==> src/rtl/uart_tx.sv <==
// uart_tx: UART serial transmitter.
//
// Serialises one byte per frame as start bit (0), 8 data bits LSB first,
// an optional parity bit and 1 or 2 stop bits (1). The internal baud divider
// restarts when a frame is accepted, so every bit is exactly CLKS_PER_BIT
// clocks long. All outputs are registered.
//
// Parameters:
//   CLKS_PER_BIT  clocks per serial bit (>= 2)
//   PARITY_EN     1 = insert a parity bit after the data bits
//   PARITY_ODD    parity sense when enabled: 0 = even, 1 = odd
//   STOP_BITS     number of stop bits (1 or 2)
//
// Ports:
//   clk       in   clock, rising edge
//   reset     in   synchronous, active-high reset
//   tx_start  in   request to send data_in (accepted only while not busy)
//   data_in   in   byte to send, captured on an accepted request
//   txd       out  serial line, idles high
//   busy      out  high while a frame is in progress
//   tx_done   out  one-cycle pulse after the last stop bit completes
//   bit_tick  out  one-cycle pulse on the final clock of each bit period
module uart_tx #(
  parameter int CLKS_PER_BIT = 2605,
  parameter int PARITY_EN    = 0,
  parameter int PARITY_ODD   = 0,
  parameter int STOP_BITS    = 1
) (
  input  logic       clk,
  input  logic       reset,
  input  logic       tx_start,
  input  logic [7:0] data_in,
  output logic       txd,
  output logic       busy,
  output logic       tx_done,
  output logic       bit_tick
);

  localparam int CW = $clog2(CLKS_PER_BIT);
  localparam logic [CW-1:0] BAUD_MAX = CW'(CLKS_PER_BIT - 1);

  typedef enum logic [2:0] {
    IDLE   = 3'd0,
    START  = 3'd1,
    DATA   = 3'd2,
    PARITY = 3'd3,
    STOP   = 3'd4
  } state_t;

  state_t        state_q, state_d;
  logic [CW-1:0] baud_q, baud_d;
  logic [2:0]    bit_q, bit_d;
  logic          stop_q, stop_d;
  logic [7:0]    shift_q, shift_d;
  logic          par_q, par_d;
  logic          txd_q, txd_d;
  logic          busy_q, busy_d;
  logic          done_q, done_d;
  logic          tick_q, tick_d;

  // State and output registers with synchronous reset.
  always_ff @(posedge clk) begin
    if (reset) begin
      state_q <= IDLE;
      baud_q  <= '0;
      bit_q   <= 3'd0;
      stop_q  <= 1'b0;
      shift_q <= 8'h00;
      par_q   <= 1'b0;
      txd_q   <= 1'b1;
      busy_q  <= 1'b0;
      done_q  <= 1'b0;
      tick_q  <= 1'b0;
    end else begin
      state_q <= state_d;
      baud_q  <= baud_d;
      bit_q   <= bit_d;
      stop_q  <= stop_d;
      shift_q <= shift_d;
      par_q   <= par_d;
      txd_q   <= txd_d;
      busy_q  <= busy_d;
      done_q  <= done_d;
      tick_q  <= tick_d;
    end
  end

  // Next-state logic: baud divider, frame sequencing and next output values.
  always_comb begin
    state_d = state_q;
    baud_d  = baud_q;
    bit_d   = bit_q;
    stop_d  = stop_q;
    shift_d = shift_q;
    par_d   = par_q;
    txd_d   = txd_q;
    busy_d  = busy_q;
    done_d  = 1'b0;
    tick_d  = 1'b0;

    case (state_q)
      IDLE: begin
        if (tx_start) begin
          shift_d = data_in;
          // Parity is taken from the byte now, since the shifter consumes it.
          par_d   = (^data_in) ^ (PARITY_ODD != 0);
          state_d = START;
          baud_d  = '0;
          bit_d   = 3'd0;
          stop_d  = 1'b0;
          txd_d   = 1'b0;
          busy_d  = 1'b1;
        end else begin
          txd_d  = 1'b1;
          busy_d = 1'b0;
        end
      end
      START, DATA, PARITY, STOP: begin
        if (baud_q == BAUD_MAX) begin
          baud_d = '0;
          case (state_q)
            START: begin
              state_d = DATA;
              bit_d   = 3'd0;
              txd_d   = shift_q[0];
            end
            DATA: begin
              if (bit_q == 3'd7) begin
                if (PARITY_EN != 0) begin
                  state_d = PARITY;
                  txd_d   = par_q;
                end else begin
                  state_d = STOP;
                  stop_d  = 1'b0;
                  txd_d   = 1'b1;
                end
              end else begin
                shift_d = {1'b0, shift_q[7:1]};
                txd_d   = shift_q[1];
                bit_d   = bit_q + 3'd1;
              end
            end
            PARITY: begin
              state_d = STOP;
              stop_d  = 1'b0;
              txd_d   = 1'b1;
            end
            STOP: begin
              if ((STOP_BITS == 2) && !stop_q) begin
                stop_d = 1'b1;
                txd_d  = 1'b1;
              end else begin
                state_d = IDLE;
                busy_d  = 1'b0;
                done_d  = 1'b1;
                txd_d   = 1'b1;
              end
            end
            default: begin
              state_d = IDLE;
              busy_d  = 1'b0;
              txd_d   = 1'b1;
            end
          endcase
        end else begin
          baud_d = baud_q + CW'(1);
        end
      end
      default: begin
        state_d = IDLE;
        baud_d  = '0;
        busy_d  = 1'b0;
        txd_d   = 1'b1;
      end
    endcase

    // Registered tick lands in the cycle whose count is the last of the bit.
    tick_d = busy_d && (baud_d == BAUD_MAX);
  end

  assign txd      = txd_q;
  assign busy     = busy_q;
  assign tx_done  = done_q;
  assign bit_tick = tick_q;

endmodule

==> config.mk <==
export PLATFORM = sky130hd
export DESIGN_NAME = uart_tx
export DESIGN_NICKNAME = d
export VERILOG_FILES = /design/src/rtl/uart_tx.sv
export SDC_FILE = /design/constraint.sdc
export NUM_CORES = 1
export LEC_CHECK = 0
export CAP_MARGIN = 30
export CORE_MARGIN = 4
export CORE_UTILIZATION = 30
export DETAILED_ROUTE_END_ITERATION = 8
export GPL_TIMING_DRIVEN = 0
export SLEW_MARGIN = 20
export SYNTH_ARGS = -nofsm -noshare
export SYNTH_HDL_FRONTEND = slang
export SYNTH_SLANG_ARGS = --single-unit
==> constraint.sdc <==
create_clock -name clk -period 3.3 [get_ports clk]
set_input_delay 0.825 -clock clk [delete_from_list [all_inputs] [get_ports clk]]
set_output_delay 0.825 -clock clk [all_outputs]
set_load 0.01 [all_outputs]
# --- Yosys cells after proc, flatten, opt, wreduce, memory -nomap -nowiden ---
# Index checks and enable logic that the tools add are counted.
classes:
  n_addsub: 2
  mul: 0
  div_mod_pow: 0
  order_cmp: 0
  eq_ne: 14
  n_shift: 0
  n_mux: 28
  bitwise_logic: 2
  n_reduce_logical: 9
op_table:
  columns: ["operator", "n"]
  rows:
  - ["$mux 8", 4]
  - ["$eq 12x12->1 const B", 2]
  - ["$mux 12", 2]
  - ["$pmux 12 s2", 1]
  - ["$mux 3", 6]
  - ["$pmux 3 s2", 3]
  - ["$pmux 8 s2", 1]
  - ["$add 12x1->12 const B", 1]
  - ["$reduce_and 5->1", 2]
  - ["$ne 3x3->1 const B", 3]
  - ["$pmux 3 s3", 1]
  - ["$ne 2x2->1 const B", 4]
  - ["$mux 1", 7]
  - ["$eq 3x2->1 const B", 2]
  - ["$eq 3x3->1 const B", 2]
  - ["$pmux 1 s2", 3]
  - ["$reduce_or 3->1", 2]
  - ["$reduce_or 4->1", 1]
  - ["$add 3x1->3 const B", 1]
  - ["$eq 3x1->1 const B", 1]
  - ["$logic_not 3->1", 1]
  - ["$reduce_and 3->1", 1]
  - ["$not 1->1", 2]
  - ["$reduce_bool 2->1", 1]
  - ["$logic_and 1x1->1", 1]
word_totals:
  regBits: 30
  latchBits: 0
  ramBits: 0
  rom_bits: 0
  in_bits: 11
  elab_cells: 63
  memories: 0

# --- Longest topological paths before layout ---
depth:
  word_depth: 6
  depth_mapped: 8
  mapped_depth_nobuf: 7

# --- Least setup slack after synthesis ---
# Ideal clock, no wire load.
synth_path:
  path_type: "input to register"
  startpoint: "input tx_start"
  endpoint: "register tick_q (netlist: bit_tick)"
  setup_ns: 0.088
  arrival_ns: 1.944
  required_time_ns: 3.212
  slack_ns: 1.268
  stages: 6
  n_path_buf: 0
  path_cell_list: "or3b_2 a21oi_1 a41oi_1 a221oi_1 nand4_1 nor4_2"
synth_between:
  elab_chain_len: 4
  elab_cells_between_ends: 6
  classes_between: "eq/ne: 1; mux: 4; reduce/logical: 1"
synth_lines:
  columns: ["element", "line", "source"]
  rows:
  - ["start: declaration", "31", "input logic tx_start,"]
  - ["$mux 12", "103", "if (tx_start) begin"]
  - ["$pmux 12 s2", "101", "case (state_q)"]
  - ["$eq 12x12->1", "178", "tick_d = busy_d && (baud_d == BAUD_MAX);"]
  - ["$logic_and 1x1->1 *", "178", null]
  - ["end signal: assignment", "84", "tick_q <= tick_d;"]
  - ["end: declaration", "59", "logic tick_q, tick_d;"]
# Mark *: on every way between the ends. The rest lies on a longest branch, timed or not.
# A chain may end at the register's enable or synchronous reset.

# --- Worst setup path in the final report ---
# Ends and elaborated chain as after synthesis.

==> flow_summary.ini <==
[floorplan]
dieArea_um2 = 7260
num_io_pins = 15
fp.dieH_um = 85.2
rows = 27
die_w_um = 85.2
placeableCoreArea_um2 = 5640
start_util = 0.317

[critical_path]
worstSetupPathType = in2reg
crit_path_start_kind = primary input
crit_arrival_ps = 2830
crit_required_ps = 3490
worstRegToRegCells = 7
crit_path_max_fanout = 5
crit_path_end_kind = register

[sta]
hold_viol = 0
finalCritPeriodShare = 0.799
min_period_ps = 2640
slew-limit-headroom = 0.564
skew_ps = 10.1
drv_slew = 0
max_freq_mhz = 379
setup_slack_ps = 664
setup_tns_ps = 0
finalSetupViolCount = 0
tightest_slew_ps = 649
rsz0062_at_grt = false

[power]
power.density_nw_per_um2 = 386
p_leak_nw = 0.754
finalPower_uw = 813
peakVddDrop_mv = 0.129

[drt]
met2_length_mm = 1.86
routed-wl-met3_um = 223
wire_per_inst_um = 13.5
drt_iter0_drc = 120
final_antenna_net_count = 0
top_layer_used = met4
num_vias = 1634
vias_per_cell = 5.32
first_pass_iters = 4
met1_length_mm = 1.97
wl_mm = 4.13
drc = 0

[logic_synthesis]
synth_commonest_cells = dfxtp_1, nand2_1, nor2_1
synth.most_common_cell = dfxtp_1
syn_area_um2 = 1790
async_flop_share = 0
ys_top_cells_by_area = dfxtp_1, nand2_1, a21oi_1
ys_ff_latch = 30
synth_ff_type = dfxtp_1
synth_edf_count = 0
avgSynthCellArea_um2 = 8.36
synth_top_cell_by_area = dfxtp_1
syn-num-nets = 230
yosys.cell_types.count = 52
yosysWarnings = 0
yosys.area.top_type_share = 0.336
seq_area_frac_synth = 0.336
synthCells = 214

[place]
place_congestion = 0.841
dp_hpwl_mm = 2.97
placed_cells = 299
portBuffers = 13
dpl_worst_slack_ps = 390

[grt]
grt.total_usage = 0.125
grt_pass1_wl_mm = 7.40
grt_pass1_vias = 1602
grt_max_degree = 11
antenna_found_initial = 0
grt_overflow = 0

[cells_and_area]
diodes = 0
finish.utilization = 0.373
syn_to_final_growth_pct = 17.6
instances_no_fill = 307
drive_above_1_share = 0.145
fin_nets = 250

[hold_path]
hold_path.class = reg2reg
hold_path_depth = 2

[status]
status = finished, final reports clean

[clock_network]
clock-sinks = 30
clk_latency_ps = 290
cts_tree = done
ctsHtreeMaxLevel = 2
postCtsSetupRepairBufs = 0
cts_hold_buf = 0
cts_resized = 0
cts_buffer_depth = 2
cts_buffers = 5
cts.reportedPaths.clkPinSlew_ps = 60
cts-root-buf = clkbuf_8

[job]
maxCapViolCount = 0
## critical path: stages
cell and delay, ps:
clkdlybuf4s50_1 570, or3b_2 520, a21oi_1 160, a41oi_1 80
a221oi_1 310, nand4_1 180, nor4_2 170
## flip-flops by register name, indices dropped and copies added, names as in the netlist
| signal | cells |
|---|---|
| busy | 1 |
| bit_q | 3 |
| state_q | 3 |
| shift_q | 8 |
| tx_done | 1 |
| baud_q | 12 |
| txd | 1 |
| bit_tick | 1 |
## area by class of cell
class                   count  area (um2)
clock inverters             2        12.5
flip-flops and latches     30         601
plain buffers              14        78.8
multi-input cells         166        1090
well taps                  72        90.1
repair buffers             13         130
clock buffers               6        82.6
fillers                   577        3540
inverters                   4        15.0
## per-stage QoR
step | instance area, um2 | hold slack [ps]
after global routing | 2100 | 517
final | 2100 | 472
after CTS | 2100 | 477
after floorplan | 1790 | 446
after detailed placement | 2010 | 466
after global placement | 2010 | 461
## routing by layer
metal,vias up,global-route usage
met5,-,0
met4,0,0.0475
met3,10,0.0369
met2,41,0.195
met1,758,0.162
li1,825,-
## layout by cell type (no fill, tap or decap), types with 2 or more instances in the layout
cell type        synthesis  layout
dfxtp_1                 30      30
nand2_1                 25      25
nor2_1                  24      24
a21oi_1                 18      18
clkdlybuf4s50_1          0      13
nand4_1                  8       8
nor3_1                   7       7
o21ai_0                  7       7
buf_2                    6       6
nand2b_1                 6       6
clkbuf_8                 0       6
a311oi_1                 5       5
nand3_1                  5       5
a21o_1                   5       5
ha_1                     5       5
inv_1                    4       4
clkbuf_1                 4       4
nor2b_1                  4       4
a311oi_2                 3       3
or3b_2                   3       3
nand3b_1                 3       3
a22oi_1                  3       3
buf_6                    2       2
or4_1                    2       2
a41oi_1                  2       2
nor3b_1                  2       2
o211ai_1                 2       2
xor2_1                   2       2
o31ai_1                  2       2
## path summary, 6_finish.rpt
kind | startpoint | endpoint | slack, ps
worst max-delay path | tx_start | bit_tick | 660
worst min-delay path | shift_q[7] | shift_q[7] | 470
worst max register to register | baud_q[0] | bit_tick | 1100
worst min register to register | shift_q[7] | shift_q[7] | 470
## logic make-up after synthesis
kind of cell	synth area share
xor gates and xnor gates	0.0329
adders and majority gates	0.0350
DFF	0.336
muxes	0.0119
buffers and inverters	0.0524
and+or+nand+nor	0.303
AOI/OAI and AO/OA	0.229
## power breakdown
part | internal [mW] | switching, mW
combinational | 0.0499 | 0.0648
sequential | 0.376 | 0.0119
clock | 0.167 | 0.143
No activity file was read; power rests on OpenSTA's default activity.
==> variant 1: new RTL, same settings <==
Take the reset off `shift_q` and load it in a clocked block of its own.
--- a/src/rtl/uart_tx.sv
+++ b/src/rtl/uart_tx.sv
@@ -65,7 +65,6 @@
       baud_q  <= '0;
       bit_q   <= 3'd0;
       stop_q  <= 1'b0;
-      shift_q <= 8'h00;
       par_q   <= 1'b0;
       txd_q   <= 1'b1;
       busy_q  <= 1'b0;
@@ -76,13 +75,16 @@
       baud_q  <= baud_d;
       bit_q   <= bit_d;
       stop_q  <= stop_d;
-      shift_q <= shift_d;
       par_q   <= par_d;
       txd_q   <= txd_d;
       busy_q  <= busy_d;
       done_q  <= done_d;
       tick_q  <= tick_d;
     end
+  end
+
+  always_ff @(posedge clk) begin
+    shift_q <= shift_d;
   end
 
   // Next-state logic: baud divider, frame sequencing and next output values.
Check against the original RTL: same outputs for any inputs over 10 cycles, from zero or initial values and one cycle with reset high; that may be too few to reach the edited logic, so the function may still have changed.
==> variant 1 against the original RTL <==
  * Synthesized area fell by 0.98%
  * Clock skew fell by 0.0013 ns
  * Total power rose by 24%
  * Setup slack got worse by 0.14 ns
  * Critical path depth did not move
  * Sequential cell count did not move
  * Fmax fell by 5.1%
  * Routed wire length rose by 2.4%
  * Largest cell class unchanged
  * Hold slack improved by 0.011 ns
  * Design area rose by 2.3%
  * Combinational power rose by 31%
==> variant 1: results (changes against the original RTL) <==
Synthesis
  • List of most frequent post-synthesis cells: 38 x nand2_1, 22 x dfxtp_1, 15 x nor2_1, 14 x a21oi_1
  • Sequential share of the synthesized area: 0.384 (+0.0485)
  • Number of flops mapped to enable cells by yosys: 8 (+8)
  • Async set or reset register ratio after synthesis: 0 (unchanged)
  • Synth area leaders: dfxtp_1 25%, edfxtp_1 14%, nand2_1 8.1%, a21oi_1 4.0%, ha_1 3.5%
  • Post-Syn Nets: 227 (-1.3%)
  • Unique masters post-synth: 47 (-9.6%)
  • Syn Area/Cell: 8.40 um^2 (+0.43%)
  • Yosys warning count: 0 (unchanged)

Placed design
  • IO buf count: 14 (+1)
  • Detailed placer's ending HPWL: 3.01 mm (+1.4%)
  • Placed Area: 2010 um^2 (-0.12%)
  • Placed Cells: 298 (-0.33%)
  • Placer Congestion: 0.836 (-0.62%)

CTS
  • Gates resized, CTS repair: 0 (unchanged)
  • Latest clock arrival within the worst-skew pair: 0.29 ns (about the same)
  • CTS root buf: clkbuf_8
  • H-tree depth: 2 (unchanged)
  • Post-CTS Setup Bufs: 0 (unchanged)
  • Clock slew at reported path FFs: 0.07 ns
  • Inserted Clock Buffers: 5 (unchanged)

Setup path
  • Highest-delay cell along the critical path: clkdlybuf4s50_1
  • Max Fanout on Critical Path: 9 (+4)
  • Worst reg2reg path depth: 5 (-2)
  • Arr. time, crit path: 3.01 ns (+0.18 ns)
  • Critical Path Max Stage Delay: 0.57 ns (about the same)

GRT
  • First-pass GRT wire length: 7.13 mm (-3.5%)
  • Number of global-route vias before repair: 1475 (-7.9%)
  • GRT Total Usage: 0.123 (-0.00171)
  • Largest net degree at the start of global routing: 11 (unchanged)

Final layout
  • Fill cell count: 609 (+5.5%)
  • Biggest registers after layout: baud_q (12), shift_q (8)
  • Final #Nets: 249 (-0.40%)
  • Layout cells sized above 1: 0.0983 (-0.0464)
  • Final Non-Filler Cells: 306 (-0.33%)
  • ANT cells: 0 (unchanged)

Detailed routing
  • Routed Antenna Nets: 0 (unchanged)
  • Total vias in the final route: 1596 (-2.3%)
  • Routed wire length per instance: 13.8 um (+2.8%)

STA
  • Worst Clk Skew: 0.00876 ns (-0.00130 ns)
  • Max_slew headroom: 0.514 (-0.0495)
  • Final hold vios: 0 (unchanged)

Pwr
  • Leakage: 0.786 nW (+4.2%)
  • Worst vdd ir: 0.196 mV (+52%)

Outcome
  • Status: finished clean
[variant 1: cell types whose count changed in the layout (fill, tap and decap cells not counted), moves of 4 or more]
cell      change
nand2_1      +13
nor2_1        -9
dfxtp_1       -8
edfxtp_1      +8
nand4_1       -6
a21o_1        -5
buf_2         -5
a21oi_1       -4
a311oi_1      -4
a31oi_1       +4
and3_1        +4
[variant 1: final cells by class]
cell class              count  share of cell area
plain buffers              11              0.0296
clock inverters             1              0.0139
multi-input cells         164               0.471
inverters                   6              0.0105
clock buffers               7              0.0500
well taps                  72              0.0418
flip-flops and latches     30               0.316
repair buffers             15              0.0674
[variant 1: through the flow]
stage / util / setup WS (ns) / hold WS (ns) / TNS, ns
2_1_floorplan: - / 0.924 / 0.456 / 0
3_5_place_dp: 0.358 / -0.0150 / 0.480 / -0.0150
3_3_place_gp: 0.357 / 0.0247 / 0.470 / 0
5_1_grt: 0.384 / 0.347 / 0.531 / 0
6_report: 0.384 / 0.523 / 0.483 / 0
4_1_cts: 0.382 / 0.280 / 0.491 / 0
[variant 1: cells by family (layout without fill, tap and decap cells)]
family / after synthesis / count (layout) / share of synthesized area
and+or+nand+nor: 105 / 105 / 0.314
AOI/OAI and AO/OA: 45 / 45 / 0.169
DFF: 30 / 30 / 0.384
buffers and inverters: 17 / 40 / 0.0487
adders and majority gates: 5 / 5 / 0.0353
muxes: 5 / 5 / 0.0290
xor gates and xnor gates: 4 / 4 / 0.0198
[variant 1: power breakdown]
group	switching [mW]	internal, mW	leakage [nW]
Combinational	0.0907	0.0601	0.461
Clock	0.152	0.292	0.0696
Sequential	0.0158	0.401	0.255
Total	0.259	0.753	0.786
[variant 1: worst paths after layout]
kind / from / end / slack [ns]
setup / recovery: tx_start / bit_tick / 0.52
hold / removal: bit_q[1] / bit_q[1] / 0.48
setup reg to reg: baud_q[6] / shift_q[7] / 0.54
hold reg to reg: bit_q[1] / bit_q[1] / 0.48
[variant 1: per-layer routing]
metal | track usage | vias up | routed length (um)
li1 | - | 808 | -
met1 | 0.161 | 747 | 2050
met2 | 0.194 | 35 | 1890
met3 | 0.0291 | 6 | 219
met4 | 0.0518 | 0 | 74
met5 | 0 | - | 0
[variant 1: tightest hold or removal path, delay by kind of cell, from the launching register on]
kind | cells | cell delay (ns)
flip-flops | 1 | 0.32
AND/OR/NAND/NOR | 1 | 0.06
multiplexers | 1 | 0.06
==> variant 2: new RTL, config.mk and constraints unchanged <==
Made on the original files. Set the parameter `PARITY_EN` to 1 (it was 0).
--- a/src/rtl/uart_tx.sv
+++ b/src/rtl/uart_tx.sv
@@ -22,7 +22,7 @@
 //   bit_tick  out  one-cycle pulse on the final clock of each bit period
 module uart_tx #(
   parameter int CLKS_PER_BIT = 2605,
-  parameter int PARITY_EN    = 0,
+  parameter int PARITY_EN    = 1,
   parameter int PARITY_ODD   = 0,
   parameter int STOP_BITS    = 1
 ) (
Function: same outputs for any inputs over 10 cycles, from zero or initial values and one cycle with reset high; that may be too few to reach the edited logic, so the function may still have changed.
==> variant 2 against the original RTL <==
  * Total power is 21% higher
  * Setup slack better by 0.11 ns
  * Count of clock-buffer cells in the layout stayed put
  * First-iteration DRC count is 13% lower
  * Routed wire length is 15% higher
  * Hold slack better by 0.0052 ns
  * Synthesized area is 7.4% higher
  * Design area is 8.7% higher
  * Sequential cell count is 1 higher
  * Combinational power is 18% higher
  * Critical endpoint unchanged
==> variant 2: results (changes against the original RTL) <==
Outcome
  • Status: finished clean

GRT
  • Number of global-route vias before repair: 1698 (+6.0%)

Setup path
  • Critical Path Max Stage Delay: 0.35 ns (-0.22 ns)
  • Setup crit start: baud_q[0]
  • Crit Path Class: register to register
  • R2r setup slk: 0.77 ns (-0.33 ns)
  • Arr. time, crit path: 2.76 ns (-0.07 ns)
  • Highest-delay cell along the critical path: dfxtp_1

Final layout
  • Fraction of area in multi-input gates: 0.525 (+0.00466)
  • Area of the multi-input gates: 1200 um^2 (+9.7%)
  • Multi-input gates: 192 (+16%)
  • Final Non-Filler Cells: 339 (+10%)
  • Seq. cell area: 621 um^2 (+3.3%)
  • FFs & Latches: 31 (+3.3%)
  • Number of non-clock buffers in the layout: 29 (+7.4%)

Pwr
  • Worst vdd ir: 0.249 mV (+94%)
  • Seq pwr share: 0.401 (-0.076)
  • Switching share of total power: 0.240 (-0.0307)
  • P_int: 0.750 mW (+27%)

Synthesis
  • List of most frequent post-synthesis cells: 31 x dfxtp_1, 29 x nand2_1, 28 x nor2_1, 19 x a21oi_1
  • Sequential share of the synthesized area: 0.323 (-0.0127)
  • Post-Syn Nets: 258 (+12%)
  • Multiplexer share of the synthesized area: 0.0208 (+0.00895)
  • Compound-Gate Fraction of Synth Area: 0.204 (-0.0242)

STA
  • Hold slack: 0.478 ns (+0.00524 ns)
  • Post-layout minimum cycle time: 2.53 ns (-0.106 ns)

Placed design
  • Placed Area: 2160 um^2 (+7.3%)

Detailed routing
  • Routed wire length per instance: 14.0 um (+4.1%)
  • Total vias in the final route: 1780 (+8.9%)
## variant 2: cell types whose count changed in the layout (fill, tap and decap cells not counted), moves of 4 or more
cell,change
a21o_1,-4
a311oi_1,+5
clkbuf_1,+4
nand2_1,+4
nand2b_1,+4
nand3_1,+4
nor2_1,+4
xnor2_1,+7
## variant 2: layer usage
layer | vias up | routed length (um) | global-route usage | share of wire
li1 | 914 | - | - | -
met1 | 824 | 2290 | 0.171 | 0.48
met2 | 28 | 2190 | 0.207 | 0.46
met3 | 14 | 179 | 0.0395 | 0.038
met4 | 0 | 96 | 0.0467 | 0.020
met5 | - | 0 | 0 | 0
## variant 2: cells by family after synthesis
logic type                 count (synthesis)
xor gates and xnor gates                   9
adders and majority gates                  5
buffers and inverters                     19
and+or+nand+nor                          118
muxes                                      4
AOI/OAI and AO/OA                         56
DFF                                       31
